### config.mk
export PLATFORM = sky130hd
export DESIGN_NAME = wb_port_arbiter_flat
export DESIGN_NICKNAME = d
export VERILOG_FILES = /design/src/rtl/wb_port_arbiter_if.sv /design/src/rtl/wb_port_arbiter.sv /design/src/flat_wrapper.sv
export SDC_FILE = /design/constraint.sdc
export NUM_CORES = 1
export LEC_CHECK = 0
export ABC_AREA = 1
export ABC_CLOCK_PERIOD_IN_PS = 5500
export BUFFER_PORTS_ARGS = -buffer_cell sky130_fd_sc_hd__clkbuf_2
export CORE_ASPECT_RATIO = 0.6
export CORE_MARGIN = 5
export CORE_UTILIZATION = 30
export DETAILED_ROUTE_END_ITERATION = 10
export MAX_ROUTING_LAYER = met4
export PLACE_DENSITY = 0.53
export SETUP_SLACK_MARGIN = 0.15
export SYNTH_ARGS = -nofsm -noshare
export SYNTH_HDL_FRONTEND = slang
export SYNTH_SLANG_ARGS = --single-unit
### constraint.sdc
create_clock -name r_clk -period 5.5 [get_ports r_clk]
set_input_delay 0.275 -clock r_clk [delete_from_list [all_inputs] [get_ports r_clk]]
set_output_delay 0.275 -clock r_clk [all_outputs]
set_load 0.02 [all_outputs]
### src/rtl/wb_port_arbiter_if.sv
// Writeback arbiter bus: requester handshake side plus the regfile write-port pins.
interface wb_port_arbiter_if #(
   parameter int AW   = 5,
   parameter int DW   = 32,
   parameter int NREQ = 4
);
   logic [NREQ-1:0]    a_i_valid;
   logic [NREQ*AW-1:0] a_i_addr;
   logic [NREQ*DW-1:0] a_i_data;
   logic [NREQ-1:0]    a_o_ready;
   logic               a_i_hold;

   logic               r_wr_en_1;
   logic [AW-1:0]      r_i_addr_rd_1;
   logic [DW-1:0]      r_i_data_rd_1;
   logic               r_wr_en_2;
   logic [AW-1:0]      r_i_addr_rd_2;
   logic [DW-1:0]      r_i_data_rd_2;
   logic [15:0]        a_o_wr_cnt;

   // Requesters plus whoever observes the regfile pins
   modport master (
      output a_i_valid, a_i_addr, a_i_data, a_i_hold,
      input  a_o_ready,
      input  r_wr_en_1, r_i_addr_rd_1, r_i_data_rd_1,
      input  r_wr_en_2, r_i_addr_rd_2, r_i_data_rd_2,
      input  a_o_wr_cnt
   );

   // The arbiter itself
   modport slave (
      input  a_i_valid, a_i_addr, a_i_data, a_i_hold,
      output a_o_ready,
      output r_wr_en_1, r_i_addr_rd_1, r_i_data_rd_1,
      output r_wr_en_2, r_i_addr_rd_2, r_i_data_rd_2,
      output a_o_wr_cnt
   );
endinterface

### src/rtl/wb_port_arbiter.sv
// Shares two regfile write ports among four writeback requesters using a
// rotating round-robin scan. Writes to $0 are accepted and dropped, and a
// second write to the same rd in one cycle is pushed to a later cycle so the
// later requester wins the final register value.
module wb_port_arbiter #(
   parameter int AW   = 5,
   parameter int DW   = 32,
   parameter int NREQ = 4
) (
   input logic             r_clk,
   input logic             r_rst,
   wb_port_arbiter_if.slave bus
);

   localparam int          PW      = $clog2(NREQ);
   localparam logic [15:0] CNT_MAX = 16'hFFFF;

   logic [AW-1:0]   req_addr [NREQ];
   logic [DW-1:0]   req_data [NREQ];

   logic [PW-1:0]   rr_ptr;
   logic [PW-1:0]   scan_idx;
   logic [NREQ-1:0] ready;
   logic            slot1_vld;
   logic            slot2_vld;
   logic [PW-1:0]   slot1_idx;
   logic [PW-1:0]   slot2_idx;
   logic [PW-1:0]   last_idx;
   logic [1:0]      grant_cnt;
   logic [16:0]     cnt_sum;

   logic            wr_en_1;
   logic            wr_en_2;
   logic [AW-1:0]   addr_1;
   logic [AW-1:0]   addr_2;
   logic [DW-1:0]   data_1;
   logic [DW-1:0]   data_2;
   logic [15:0]     wr_cnt;

   genvar g;
   generate
      for (g = 0; g < NREQ; g++) begin : g_unpack
         assign req_addr[g] = bus.a_i_addr[g*AW +: AW];
         assign req_data[g] = bus.a_i_data[g*DW +: DW];
      end
   endgenerate

   // Scan requesters from rr_ptr: $0 writes are acked and dropped, the first
   // nonzero rd takes slot 1, the next one with a different rd takes slot 2.
   always_comb begin
      ready     = '0;
      slot1_vld = 1'b0;
      slot2_vld = 1'b0;
      slot1_idx = '0;
      slot2_idx = '0;
      scan_idx  = '0;
      if (r_rst && !bus.a_i_hold) begin
         for (int i = 0; i < NREQ; i++) begin
            scan_idx = rr_ptr + PW'(i);
            if (bus.a_i_valid[scan_idx]) begin
               if (req_addr[scan_idx] == '0) begin
                  ready[scan_idx] = 1'b1;
               end else if (!slot1_vld) begin
                  slot1_vld       = 1'b1;
                  slot1_idx       = scan_idx;
                  ready[scan_idx] = 1'b1;
               end else if (!slot2_vld && (req_addr[scan_idx] != req_addr[slot1_idx])) begin
                  slot2_vld       = 1'b1;
                  slot2_idx       = scan_idx;
                  ready[scan_idx] = 1'b1;
               end
            end
         end
      end
   end

   // Last nonzero winner in scan order and the saturating counter's next sum.
   always_comb begin
      last_idx  = slot2_vld ? slot2_idx : slot1_idx;
      grant_cnt = {1'b0, slot1_vld} + {1'b0, slot2_vld};
      cnt_sum   = {1'b0, wr_cnt} + {15'd0, grant_cnt};
   end

   // Rotate priority past the last nonzero winner; hold or $0-only cycles freeze it.
   always_ff @(posedge r_clk or negedge r_rst) begin
      if (!r_rst) begin
         rr_ptr <= '0;
      end else if (slot1_vld) begin
         rr_ptr <= last_idx + 1'b1;
      end
   end

   // Write port 1 register: enable pulses per grant, addr/data hold when idle.
   always_ff @(posedge r_clk or negedge r_rst) begin
      if (!r_rst) begin
         wr_en_1 <= 1'b0;
         addr_1  <= '0;
         data_1  <= '0;
      end else begin
         wr_en_1 <= slot1_vld;
         if (slot1_vld) begin
            addr_1 <= req_addr[slot1_idx];
            data_1 <= req_data[slot1_idx];
         end
      end
   end

   // Write port 2 register: same as port 1 but fed from slot 2.
   always_ff @(posedge r_clk or negedge r_rst) begin
      if (!r_rst) begin
         wr_en_2 <= 1'b0;
         addr_2  <= '0;
         data_2  <= '0;
      end else begin
         wr_en_2 <= slot2_vld;
         if (slot2_vld) begin
            addr_2 <= req_addr[slot2_idx];
            data_2 <= req_data[slot2_idx];
         end
      end
   end

   // Count issued regfile writes, sticking at all-ones instead of wrapping.
   always_ff @(posedge r_clk or negedge r_rst) begin
      if (!r_rst) begin
         wr_cnt <= '0;
      end else if (cnt_sum[16]) begin
         wr_cnt <= CNT_MAX;
      end else begin
         wr_cnt <= cnt_sum[15:0];
      end
   end

   assign bus.a_o_ready     = ready;
   assign bus.r_wr_en_1     = wr_en_1;
   assign bus.r_i_addr_rd_1 = addr_1;
   assign bus.r_i_data_rd_1 = data_1;
   assign bus.r_wr_en_2     = wr_en_2;
   assign bus.r_i_addr_rd_2 = addr_2;
   assign bus.r_i_data_rd_2 = data_2;
   assign bus.a_o_wr_cnt    = wr_cnt;

endmodule

### src/flat_wrapper.sv
// flat-port wrapper written by rule: the top's interface ports become plain ports
module wb_port_arbiter_flat 
#(
   parameter int AW   = 5,
   parameter int DW   = 32,
   parameter int NREQ = 4
)
  (r_clk, r_rst, bus_a_i_valid, bus_a_i_addr, bus_a_i_data, bus_a_i_hold, bus_a_o_ready, bus_r_wr_en_1, bus_r_i_addr_rd_1, bus_r_i_data_rd_1, bus_r_wr_en_2, bus_r_i_addr_rd_2, bus_r_i_data_rd_2, bus_a_o_wr_cnt);
  wb_port_arbiter_if #(.AW(AW), .DW(DW), .NREQ(NREQ)) bus_i ();
  input logic r_clk;
  input logic r_rst;
  input wire logic [$bits(bus_i.a_i_valid)-1:0] bus_a_i_valid;
  input wire logic [$bits(bus_i.a_i_addr)-1:0] bus_a_i_addr;
  input wire logic [$bits(bus_i.a_i_data)-1:0] bus_a_i_data;
  input wire logic [$bits(bus_i.a_i_hold)-1:0] bus_a_i_hold;
  output wire logic [$bits(bus_i.a_o_ready)-1:0] bus_a_o_ready;
  output wire logic [$bits(bus_i.r_wr_en_1)-1:0] bus_r_wr_en_1;
  output wire logic [$bits(bus_i.r_i_addr_rd_1)-1:0] bus_r_i_addr_rd_1;
  output wire logic [$bits(bus_i.r_i_data_rd_1)-1:0] bus_r_i_data_rd_1;
  output wire logic [$bits(bus_i.r_wr_en_2)-1:0] bus_r_wr_en_2;
  output wire logic [$bits(bus_i.r_i_addr_rd_2)-1:0] bus_r_i_addr_rd_2;
  output wire logic [$bits(bus_i.r_i_data_rd_2)-1:0] bus_r_i_data_rd_2;
  output wire logic [$bits(bus_i.a_o_wr_cnt)-1:0] bus_a_o_wr_cnt;
  assign bus_i.a_i_valid = bus_a_i_valid;
  assign bus_i.a_i_addr = bus_a_i_addr;
  assign bus_i.a_i_data = bus_a_i_data;
  assign bus_i.a_i_hold = bus_a_i_hold;
  assign bus_a_o_ready = bus_i.a_o_ready;
  assign bus_r_wr_en_1 = bus_i.r_wr_en_1;
  assign bus_r_i_addr_rd_1 = bus_i.r_i_addr_rd_1;
  assign bus_r_i_data_rd_1 = bus_i.r_i_data_rd_1;
  assign bus_r_wr_en_2 = bus_i.r_wr_en_2;
  assign bus_r_i_addr_rd_2 = bus_i.r_i_addr_rd_2;
  assign bus_r_i_data_rd_2 = bus_i.r_i_data_rd_2;
  assign bus_a_o_wr_cnt = bus_i.a_o_wr_cnt;
  wb_port_arbiter #(.AW(AW), .DW(DW), .NREQ(NREQ)) u_core (.r_clk(r_clk), .r_rst(r_rst), .bus(bus_i));
endmodule
==> impl_metrics.toml <==
[floorplanning]
start_util = 0.308
fp.dieH_um = 135
coreArea_sq_um = 25500
io-pin-count = 251
rows = 45
die-area_sq_um = 29600
die_w_um = 219

[critical_path]
critPathArrivalTime_ns = 5.12
crit_path_end_kind = "register"
crit_fanout = 27
worstRegToRegCells = 28
critical_path_class = "reg2reg"
start_kind = "register"
r2r_setup_slack_ns = 0.60
cp_slowest_cell = "fa_1"
reg2reg_from = "u_core.rr_ptr[0]"
cpPeakStageDelay_ns = 0.46
cp.required_ns = 5.72
cp_common_cell = "nand2_1"
worstReg2RegEnd = "u_core.bus.a_o_wr_cnt[2]"

[cts]
clockBufferDepth = 2
cts.htree.levels = 3
cts-buffers-inserted = 9
clock_sinks = 94
cts_tree = "built"
path_clk_slew_ns = 0.08
worstSkewPairLatency_ns = 0.36
root_buffer = "clkbuf_16"

[timing]
setup_viol = 0
rsz0062_at_grt = "false"
max_freq_mhz = 204
fin_crit_sh = 0.891
fin_ws_ns = 0.601
finClkSkew_ns = 0.0125
tightestPinTransition_ns = 1.10
slew_viol_final = 0
slew_headroom = 0.267
period_needed_ns = 4.90
hold_viol_final = 0

[logic_synthesis]
synth_common_cells = "346 x nand2_1, 183 x nand3_1, 157 x inv_1"
avgSynthCellArea_sq_um = 6.16
synth_top_area_cell = "dfrtp_1"
synth.distinct_cells = 42
async_reset_ff_frac = 1.00
synth_top_cell_area_share = 0.300
synth_area_leaders = "dfrtp_1 30%, nand2_1 17%, nand3_1 12%"
syn_inst = 1275
synth_most_common_cell = "nand2_1"
ys_seq_elements = 94
synth_edf_count = 0
ys.flop_type = "dfrtp_1"
synth_warnings = 0
synth_nets = 1436
seq_area_frac_synth = 0.300
syn-cell-area_sq_um = 7850

[layout]
regArea_sq_um = 2350
diodes = 0
syn_to_final_growth_pct = 25.7
multi_input_area_sq_um = 4600
nets = 1657
drive_gt1_frac = 0.223
finalNonFillerCells = 1853
fill_cells = 2816

[min_path]
hold_path_end = "u_core.bus.r_i_data_rd_2[24]"
hold-path-cell-count = 3
hold_class = "in2reg"
worstHoldStart = "bus_a_i_data[56]"

[drt]
wl_per_cell_um = 17.5
drt_wl_total_mm = 32.5
drc = 0
antenna_left = 0
viasPerCell = 5.06
drtIter0Drc = 766
num_vias = 9383
dr.pass1.iters = 6

[power_and_ir_drop]
power_density_nw_per_um2 = 679
p_leak_uw = 0.00533
vdd_drop_max_mv = 0.289

[placement]
globalplace.congestion = 0.889
place_inst = 1829
port_buffers = 250
pre_cts_ws_ns = -0.0893
dp_hpwl_mm = 24.4

[global_routing]
antenna_found_initial = 0
grt_max_degree = 125
grt_pass1_wl_mm = 49.7
track_usage = 0.219
grt_pass1_vias = 8582
grt_overflow_total = 0

[flow_run]
drv_cap = 0

[run_status]
status = "finished clean"
sequential cells by signal, summed over array words and instances, names as in the netlist:
| name | count |
|---|---|
| u_core.bus.r_i_data_rd_1 | 32 |
| u_core.bus.r_i_data_rd_2 | 32 |
| u_core.bus.a_o_wr_cnt | 16 |
| u_core.bus.r_i_addr_rd_1 | 5 |
| u_core.bus.r_i_addr_rd_2 | 5 |
| u_core.rr_ptr | 2 |
| u_core.bus.r_wr_en_1 | 1 |
| u_core.bus.r_wr_en_2 | 1 |
placed cells by master (no fill, tap or decap), types with 2 or more instances in the layout:
cell type / n
clkinvlp_4: 2
a21oi_4: 4
clkbuf_2: 249
xor2_1: 7
nor2_1: 64
clkbuf_16: 9
nand2_1: 343
nor2_2: 4
o41ai_1: 3
nor3_1: 7
inv_8: 3
mux2i_1: 2
o21ai_0: 91
nand3_1: 183
nor2_4: 3
xnor2_1: 2
a31oi_1: 41
inv_2: 9
nand4_1: 3
dfrtp_1: 94
o211ai_1: 26
buf_4: 34
o22ai_1: 4
o21ai_1: 14
nor3_2: 2
nand2_2: 5
or2_1: 20
nand3b_1: 3
inv_1: 156
a21oi_1: 90
ha_1: 5
worst max path at each step:
stage | startpoint | endpoint | slack (ns)
2_1_floorplan | u_core.rr_ptr[0] | u_core.bus.a_o_wr_cnt[15] | 0.42
3_3_place_gp | u_core.rr_ptr[1] | u_core.bus.a_o_wr_cnt[15] | 0.12
3_5_place_dp | u_core.rr_ptr[1] | u_core.bus.a_o_wr_cnt[15] | -0.09
4_1_cts | u_core.rr_ptr[1] | u_core.bus.a_o_wr_cnt[15] | 0.17
5_1_grt | u_core.rr_ptr[1] | u_core.bus.a_o_wr_cnt[14] | 0.17
6_report | u_core.rr_ptr[0] | u_core.bus.a_o_wr_cnt[2] | 0.60
per-layer routing:
layer | vias to the layer above | share of wire | global-route usage
met5 | - | 0 | -
met2 | 396 | 0.41 | 0.300
met4 | 0 | 0.015 | 0.0484
li1 | 4644 | - | -
met1 | 4313 | 0.49 | 0.323
met3 | 30 | 0.086 | 0.0527
power by group:
part	switching (uW)	internal, uW	leakage [uW]
logic	3310	1500	0.00407
registers	203	1010	0.00110
clock network	313	365	0.000152
total	3820	2870	0.00533
through the flow:
stage          setup TNS [ns]  cell area, sq um  utilization  total power [uW]  hold slack, ns
5_1_grt                     0              9870        0.387              7330           0.186
2_1_floorplan               0              7850            -              4420         -0.0206
3_5_place_dp          -0.0893              9460        0.371              5870           0.329
3_3_place_gp                0              9460        0.371              5860           0.334
6_report                    0              9870        0.387              6700           0.191
4_1_cts                     0              9790        0.384              6600           0.163
area by class of cell:
type	count	share of cell area
well taps	352	0.0446
clock inverters	7	0.00900
repair buffers	285	0.155
clock buffers	9	0.0228
inverters	167	0.0642
flip-flops and latches	94	0.238
multi-input cells	939	0.466
cell families after synthesis:
family,Yosys count,synth area share
DFF,94,0.300
adders and majority gates,6,0.0105
AOI/OAI and AO/OA,281,0.202
muxes,2,0.00255
buffers and inverters,242,0.123
and+or+nand+nor,641,0.352
xor gates and xnor gates,9,0.0100
worst max-delay path, delay by kind of cell, from the launching register on:
kind / cells / cell delay (ns)
flip-flops: 1 / 0.38
AO/OA/AOI/OAI: 3 / 0.66
AND/OR/NAND/NOR: 19 / 2.57
buffers and inverters: 4 / 0.44
adder cells (fa/ha/maj): 2 / 0.68
repair_timing:
item                                    CTS  global route
gates resized for setup                   2             6
hold buffers                              1             0
endpoints found under the hold margin    39             0
pin swaps                                 0             3
buffers inserted                          0             7
endpoints found under the setup margin   10            21
Note: power is estimated with default switching activity, not from simulation.
